==> src/rtl/cpu_pkg.sv <==
// Shared CPU definitions: the NOP bubble word and the fetch FSM state encoding.
package cpu_pkg;

  localparam logic [31:0] NOP_INSTR = 32'h0000_0013;

  typedef enum logic [1:0] {
    FETCH_IDLE = 2'd0,
    FETCH_REQ  = 2'd1,
    FETCH_WAIT = 2'd2
  } fetch_state_e;

endpackage

==> src/rtl/fetch_out_buf.sv <==
// One-entry fetch output buffer feeding IF/ID; presents a NOP/zero bubble when empty.
module fetch_out_buf
  import cpu_pkg::*;
(
  input  logic        clk,
  input  logic        rst_n,
  input  logic        load,
  input  logic [31:0] load_addr,
  input  logic [31:0] load_data,
  input  logic        consume,
  input  logic        clear,
  output logic        buf_valid,
  output logic [31:0] out_addr,
  output logic [31:0] out_data
);

  logic        valid_q;
  logic [31:0] addr_q;
  logic [31:0] data_q;

  always_ff @(posedge clk or negedge rst_n) begin
    if (!rst_n) begin
      valid_q <= 1'b0;
    end else if (clear) begin
      valid_q <= 1'b0;
    end else if (load) begin
      valid_q <= 1'b1;
    end else if (consume) begin
      valid_q <= 1'b0;
    end
  end

  // Payload is qualified by valid_q, so it needs no reset.
  always_ff @(posedge clk) begin
    if (load) begin
      addr_q <= load_addr;
      data_q <= load_data;
    end
  end

  assign buf_valid = valid_q;
  assign out_addr  = valid_q ? addr_q : 32'h0000_0000;
  assign out_data  = valid_q ? data_q : NOP_INSTR;

endmodule

==> src/rtl/if_fetch_unit.sv <==
// Instruction fetch: owns the PC, issues one outstanding imem request at a time,
// and hands {addr, instr} to IF/ID under the flush > stall > normal protocol.
module if_fetch_unit #(
  parameter logic [31:0] RESET_PC = 32'h0000_0000
) (
  input  logic        clk,
  input  logic        rst_n,
  input  logic        checkpre_flush,
  input  logic [31:0] checkpre_target,
  input  logic        feedforward_stall,
  output logic        instrmem_req,
  output logic [31:0] instrmem_addr,
  input  logic        instrmem_gnt,
  input  logic        instrmem_rvalid,
  input  logic [31:0] instrmem_rdata,
  output logic [31:0] instr_addr_o,
  output logic [31:0] instr_data_o,
  output logic        instr_valid_o
);
  import cpu_pkg::*;

  fetch_state_e state_q, state_d;
  logic [31:0]  pc_q, pc_d;
  logic         drop_q, drop_d;
  logic         buf_valid;
  logic         consume;
  logic         load;
  logic         issue;

  assign consume = buf_valid & ~feedforward_stall & ~checkpre_flush;
  // Only request when the single buffer slot is guaranteed free by response time.
  assign issue   = (state_q == FETCH_REQ) & (~buf_valid | consume);

  always_ff @(posedge clk or negedge rst_n) begin
    if (!rst_n) begin
      state_q <= FETCH_IDLE;
      pc_q    <= RESET_PC;
      drop_q  <= 1'b0;
    end else begin
      state_q <= state_d;
      pc_q    <= pc_d;
      drop_q  <= drop_d;
    end
  end

  always_comb begin
    state_d = state_q;
    pc_d    = pc_q;
    drop_d  = drop_q;
    load    = 1'b0;
    case (state_q)
      FETCH_IDLE: state_d = FETCH_REQ;
      FETCH_REQ: begin
        if (issue && instrmem_gnt) begin
          state_d = FETCH_WAIT;
          if (checkpre_flush) drop_d = 1'b1;
        end
      end
      FETCH_WAIT: begin
        if (instrmem_rvalid) begin
          state_d = FETCH_REQ;
          if (drop_q) begin
            drop_d = 1'b0;
          end else if (!checkpre_flush) begin
            load = 1'b1;
            pc_d = pc_q + 32'd4;
          end
        end else if (checkpre_flush) begin
          drop_d = 1'b1;
        end
      end
      default: state_d = FETCH_IDLE;
    endcase
    if (checkpre_flush) pc_d = checkpre_target & ~32'h0000_0003;
  end

  assign instrmem_req  = issue;
  assign instrmem_addr = pc_q;

  fetch_out_buf u_out_buf (
    .clk       (clk),
    .rst_n     (rst_n),
    .load      (load),
    .load_addr (pc_q),
    .load_data (instrmem_rdata),
    .consume   (consume),
    .clear     (checkpre_flush),
    .buf_valid (buf_valid),
    .out_addr  (instr_addr_o),
    .out_data  (instr_data_o)
  );

  assign instr_valid_o = buf_valid;

endmodule

==> config.mk <==
export PLATFORM = sky130hd
export DESIGN_NAME = if_fetch_unit
export DESIGN_NICKNAME = d
export VERILOG_FILES = /design/src/rtl/cpu_pkg.sv /design/src/rtl/fetch_out_buf.sv /design/src/rtl/if_fetch_unit.sv
export SDC_FILE = /design/constraint.sdc
export NUM_CORES = 1
export LEC_CHECK = 0
export ABC_AREA = 0
export ABC_CLOCK_PERIOD_IN_PS = 3200
export CAP_MARGIN = 20
export CORE_UTILIZATION = 44
export CTS_CLUSTER_DIAMETER = 100
export DETAILED_ROUTE_END_ITERATION = 16
export DONT_BUFFER_PORTS = 1
export HOLD_SLACK_MARGIN = 0.03
export SLEW_MARGIN = 25
export SYNTH_ARGS = -nofsm -noshare
export SYNTH_HDL_FRONTEND = slang
export SYNTH_SLANG_ARGS = --single-unit
==> constraint.sdc <==
create_clock -name clk -period 3.2 [get_ports clk]
set_input_delay 0.16 -clock clk [delete_from_list [all_inputs] [get_ports clk]]
set_output_delay 0.16 -clock clk [all_outputs]
set_load 0.01 [all_outputs]
==> metrics.txt, run 1 <==
Die ar. roughly 10000 um^2; Power Total roughly 2.6 mW; post-CTS sizing 0; Placed Cells 461; setup TNS 0 ns; worst-margin pin slew 0.6291 ns; crit path max fanout 26; Initial DRT Pass Iterations 4; total global routing overflow 0; synth top area cells edfxtp_1 (44%), dfrtp_1 (20%), and2_1 (9.0%); DR top layer met4; largest net degree at the start of global routing 65; post-route antenna net violation count 0; Worst VDD drop 0.2750 mV; Syn. warnings 0; Slowest-stage cell, CP or4_1; CP delay by family, top simple AND/OR/NAND/NOR gates; met3 routed WL roughly 660 um; CP max stage delay 0.60 ns; post-place setup slack about 1.2 ns; Post-synth EDFFs 62; Critical Path Source Type flip-flop; Finished Layout Cells 544; DRT Wirelength around 9600 um; ratio of final minimum period to clock period between 60% and 70%; layout cells sized above 1 6.988%; number of remaining DRC errors 0; Die X about 100 um; post-synth top area cell edfxtp_1; Final Hold Viols 0; area post-placement around 4400 um^2; routed vias 2957; Cell Area, Synth 4258 um^2; total track usage between 10% and 20%; CTS tree done; DP HPWL 5966 um; post-CTS setup buffers 0; Worst Hold Depth 2; H-tree depth 3; Clock Sinks 96; row count 35; CTS root buf clkbuf_8; Reg area roughly 2700 um^2; r2r startpoint instrmem_addr[12]$_DFFE_PN0P_; Design Area, Final between 5000 and 6000 um^2; TritonCTS buffer count 9; P&R area growth vs syn 23.21%; Die Y 100.4 um; fillcell total between 700 and 800; Pleak around 1.9 nW; core area ~9300 um^2; starting density of the core approximately 46%; CTS Hold Bufs 67; relative slew slack ~58%; HP Class in2reg; Yosys cell types 39; # IOs 168; Worst EP required around 3.5 ns; RSZ-0062 raised after global routing false; share of the synthesized area in the top cell type a little over two fifths; met1 WL between 4000 and 5000 um; Worst setup EP type flip-flop; critical path buffer and inverter count 0; CP Depth 4; initial antenna violation count 0; utilization after layout 56.24%; cell count after synthesis 349; sequential share of the synthesized area 63.71%; flop-to-flop setup slack about 1.2 ns; Vias/cell about 5.4; Pins Over Slew Limit 0; Post-synth top flop edfxtp_1; Max-cap violations 0; f_max slightly below 500 MHz; placer congestion estimate 0.7494; first-pass GRT wire length roughly 15000 um; WHS Endpoint instrmem_addr[19]$_DFFE_PN0P_; Tmin final slightly above 2 ns; Setup CP Type reg2reg; fin worst setup slack approximately 1.2 ns; most frequent cells in the layout dlygate4sd3_1 (65), edfxtp_1 (62), and2_1 (60), dfrtp_1 (34), nand2_1 (24); Final Setup Violations 0; worst skew pair latency around 0.36 ns; drt initial violations 80; Pwr Density between 500 and 600 nW/um^2; clock skew roughly 0.017 ns; final hold slack 0.05208 ns; R2R cell count 4; vias in the first global route 2817; Clk pin slew, worst setup/hold paths around 0.1 ns; port bufs 0; #FFs+latches synth 96; status finished, final reports clean; Worst R2R End instrmem_addr[23]$_DFFE_PN0P_; antenna fix cells 0; Met2 Routed Length ~4800 um; DR WL/cell 17.60 um; Clock Path Buffers 2; critical hold path startpoint checkpre_flush; crit-path cells and4_1 -> nand4_4 -> or4_1 -> a31oi_1; final net count around 480; critical path arrival approximately 2.3 ns; area occupied by multi-input gates approximately 1400 um^2; Synth Area per Inst between 10 and 15 um^2; most common cell after layout, fill and taps aside dlygate4sd3_1; async set-reset flop share out of synthesis a little over a third
cells in the mapped netlist, types with 2 or more instances:
cell type  instances
or4_1             16
xnor2_1            2
edfxtp_1          62
or3_1              4
nand3_1           15
nand2_1           24
o31ai_1           10
nand4_2            3
and2_1            61
nand4_1            6
nor2_1            16
o21ai_0           15
buf_4              5
a21oi_1            2
inv_1              3
xor2_1             6
nand2b_1           5
a31oi_1           14
o211ai_1           6
dfrtp_1           34
and4_1             3
and3_2             2
clkbuf_1          16
and3_1             4
per-layer routing:
layer / up-vias / track usage, %
met5: - / 0
met4: 0 / 5.463
met3: 9 / 6.058
met2: 116 / 32.14
met1: 1436 / 23.54
li1: 1396 / -
sequential cells by signal (all words and copies together), names as in the netlist:
register             flops
u_out_buf.data_q        32
u_out_buf.addr_q        30
state_q                  2
u_out_buf.buf_valid      1
instrmem_addr           30
drop_q                   1
worst max path at each step:
stage / start / to / slack (ns)
finish: instrmem_addr[12]$_DFFE_PN0P_ / instrmem_addr[23]$_DFFE_PN0P_ / 1.18
CTS: instrmem_addr[14]$_DFFE_PN0P_ / instrmem_addr[23]$_DFFE_PN0P_ / 1.19
global route: instrmem_addr[12]$_DFFE_PN0P_ / instrmem_addr[20]$_DFFE_PN0P_ / 1.05
detailed placement: instrmem_addr[4]$_DFFE_PN0P_ / instrmem_addr[20]$_DFFE_PN0P_ / 1.19
global placement: state_q[0]$_DFFE_PN0P_ / u_out_buf.data_q[10]$_DFFE_PP_ / 1.26
floorplan: state_q[0]$_DFFE_PN0P_ / u_out_buf.addr_q[10]$_DFFE_PP_ / 0.39
power by group:
part	internal (mW)	total [mW]	switching, mW
sequential	1.40	1.50	0.0997
clock	0.446	0.877	0.431
combinational	0.133	0.271	0.137
total	1.98	2.64	0.668
kinds of logic after synthesis:
logic type | count (synthesis) | synth area share, %
compound gates | 51 | 7.728
xor+xnor | 8 | 1.646
fa+ha+maj | 1 | 0.2938
buf+inv | 26 | 2.909
flops | 96 | 63.71
mux | 1 | 0.2351
other cells | 1 | 0.08807
simple gates | 165 | 23.39
area by class of cell:
class / count / area share (%)
timing repair buffer: 69 / 13.40
multi-input combinational: 230 / 27.33
inverter: 4 / 0.2862
sequential: 96 / 51.71
clock inverter: 6 / 1.765
clock buffer: 10 / 2.433
tap: 129 / 3.077
Power figures use the tool's default switching activity.
==> run 2, diff against run 1 <==
ABC_CLOCK_PERIOD_IN_PS = 2050   (was 3200)
clock period = 2.05 ns   (was 3.2 ns; I/O delays follow)
==> metrics.txt, run 2 (synthesis results as in run 1) <==
flop-to-flop setup slack 0.23 ns (-0.95 ns); relative slew slack 62.96% (+5.0 points); post-CTS sizing 0 (unchanged); Placed Cells 484 (+5.0%); CTS tree done; crit-path cells and4bb_4 -> buf_4 -> and2_4 -> buf_12; Vias/cell 5.386 (-0.92%); P&R area growth vs syn 27.42%; fillcell total 783 (-2.0%); Reg area 2714 um^2 (about the same); CTS root buf clkbuf_8; placer congestion estimate 0.7636 (+1.9%); Die Y 100.4 um (unchanged); Slowest-stage cell, CP dfrtp_1; R2R cell count 4 (unchanged); HP Class in2reg; setup TNS 0 ns (unchanged); most common cell after layout, fill and taps aside dlygate4sd3_1; Worst VDD drop 0.4079 mV (+48%); Initial DRT Pass Iterations 6 (+2); TritonCTS buffer count 9 (unchanged); crit path max fanout 31 (+19%); worst skew pair latency 0.35 ns (about the same); Pins Over Slew Limit 0 (unchanged); initial antenna violation count 0 (unchanged); critical path arrival 1.88 ns (-0.42 ns); antenna fix cells 0 (unchanged); number of remaining DRC errors 0 (unchanged); RSZ-0062 raised after global routing false; layout cells sized above 1 12.30% (+5.3 points); Die X 100.4 um (unchanged); Tmin final 1.824 ns (-0.2001 ns); row count 35 (unchanged); Worst EP required 2.10 ns (-1.38 ns); Setup crit start state_q[0]$_DFFE_PN0P_; number of flip-flops in the largest register 32 (unchanged); starting density of the core 45.65% (unchanged); DR WL/cell 17.19 um (-2.3%); Setup CP Type reg2reg; Clock Sinks 96 (unchanged); Clock Path Buffers 2 (unchanged); most frequent cells in the layout dlygate4sd3_1 (66), edfxtp_1 (62), and2_1 (60), dfrtp_1 (33), nand2_1 (24); Critical Path Source Type flip-flop; total track usage 19.49% (+0.43 points); core area 9328 um^2 (unchanged); largest net degree at the start of global routing 35 (-46%); DRT Wirelength 9762 um (+2.0%); Worst R2R End u_out_buf.data_q[1]$_DFFE_PP_; f_max 548.3 MHz (+11%); post-route antenna net violation count 0 (unchanged); Worst setup EP type flip-flop; status finished, final reports clean; Final Setup Violations 0 (unchanged); Pleak 2.012 nW (+6.2%); ratio of final minimum period to clock period 88.96% (+26 points); Max-cap violations 0 (unchanged); total global routing overflow 0 (unchanged); port bufs 0 (unchanged); final net count 505 (+5.0%); drt initial violations 131 (+64%); area occupied by multi-input gates 1435 um^2 (about the same); Pwr Density 754.7 nW/um^2 (+50%); Clk pin slew, worst setup/hold paths 0.10 ns (about the same); Finished Layout Cells 568 (+4.4%); crit path to u_out_buf.data_q[1]$_DFFE_PP_; final hold slack 0.05554 ns (+0.003456 ns); first-pass GRT wire length 14840 um (+2.2%); clock skew 0.01172 ns (-0.005501 ns); worst-margin pin slew 0.5556 ns (-0.07350 ns); Power Total 4.095 mW (+55%); routed vias 3059 (+3.4%); most flop-heavy register u_out_buf.data_q; H-tree depth 3 (unchanged); # IOs 168 (unchanged); DP HPWL 6331 um (+6.1%); vias in the first global route 2814 (-0.11%); utilization after layout 58.16% (+1.9 points); r2r startpoint state_q[0]$_DFFE_PN0P_; CP max stage delay 0.42 ns (-0.18 ns); Die ar. 10070 um^2 (unchanged); Final Hold Viols 0 (unchanged)
-- run 2: cell count changes in the layout (fill, tap and decap cells not counted) --
cell / delta
dfrtp_2: +1
buf_12: +1
dfrtp_1: -1
bufinv_16: -1
clkbuf_1: -1
clkinvlp_4: -1
dlygate4sd3_1: +1
and2_2: -1
clkinv_4: +1
buf_4: +22
and2_4: +1
inv_6: +1
clkinv_2: +1
-- run 2: timing repair --
action,4_1_cts,5_1_grt
hold endpoints to repair,100,0
hold buffers,68,0
setup buffers,0,0
-- run 2: worst min-delay path by stage --
stage                              start                            end  depth (start not counted)
final                     checkpre_flush  instrmem_addr[17]$_DFFE_PN0P_                          2
after CTS                 checkpre_flush  instrmem_addr[17]$_DFFE_PN0P_                          2
after floorplan                    rst_n             drop_q$_DFFE_PN0P_                          0
after global placement             rst_n   instrmem_addr[9]$_DFFE_PN0P_                          0
after detailed placement           rst_n   instrmem_addr[9]$_DFFE_PN0P_                          0
after global routing      checkpre_flush  instrmem_addr[20]$_DFFE_PN0P_                          2
-- run 2: power breakdown --
group,switching [mW],internal (mW),total (mW)
Combinational,0.288,0.266,0.554
Sequential,0.0947,2.18,2.28
Clock,0.686,0.578,1.26
Total,1.07,3.03,4.09
-- run 2: routing by layer --
metal	global-route usage, %	vias up	wire [um]
met3	5.780	8	645
li1	-	1452	-
met1	24.78	1465	4125
met4	5.351	0	109
met5	0	-	0
met2	32.46	134	4882
-- run 2: worst max-delay path, delay by kind of cell, from the launching register on --
kind,cells,cell delay (ns)
flops,1,0.42
buf+inv,2,0.43
simple gates,2,0.67
-- run 2: metrics by stage --
| stage | instance area [um^2] | worst slack [ns] |
|---|---|---|
| 2_1_floorplan | 4272 | 0.2328 |
| 3_3_place_gp | 4538 | 0.2562 |
| 3_5_place_dp | 4538 | 0.2317 |
| 4_1_cts | 5430 | 0.2120 |
| 5_1_grt | 5425 | 0.1288 |
| 6_report | 5425 | 0.2263 |
-- run 2: final cells by class --
type                       count  area share (%)
sequential                    96           50.02
multi-input combinational    230           26.45
timing repair buffer          93           16.56
tap                          129           2.975
clock buffer                   9           2.283
clock inverter                 7           1.430
inverter                       4          0.2768
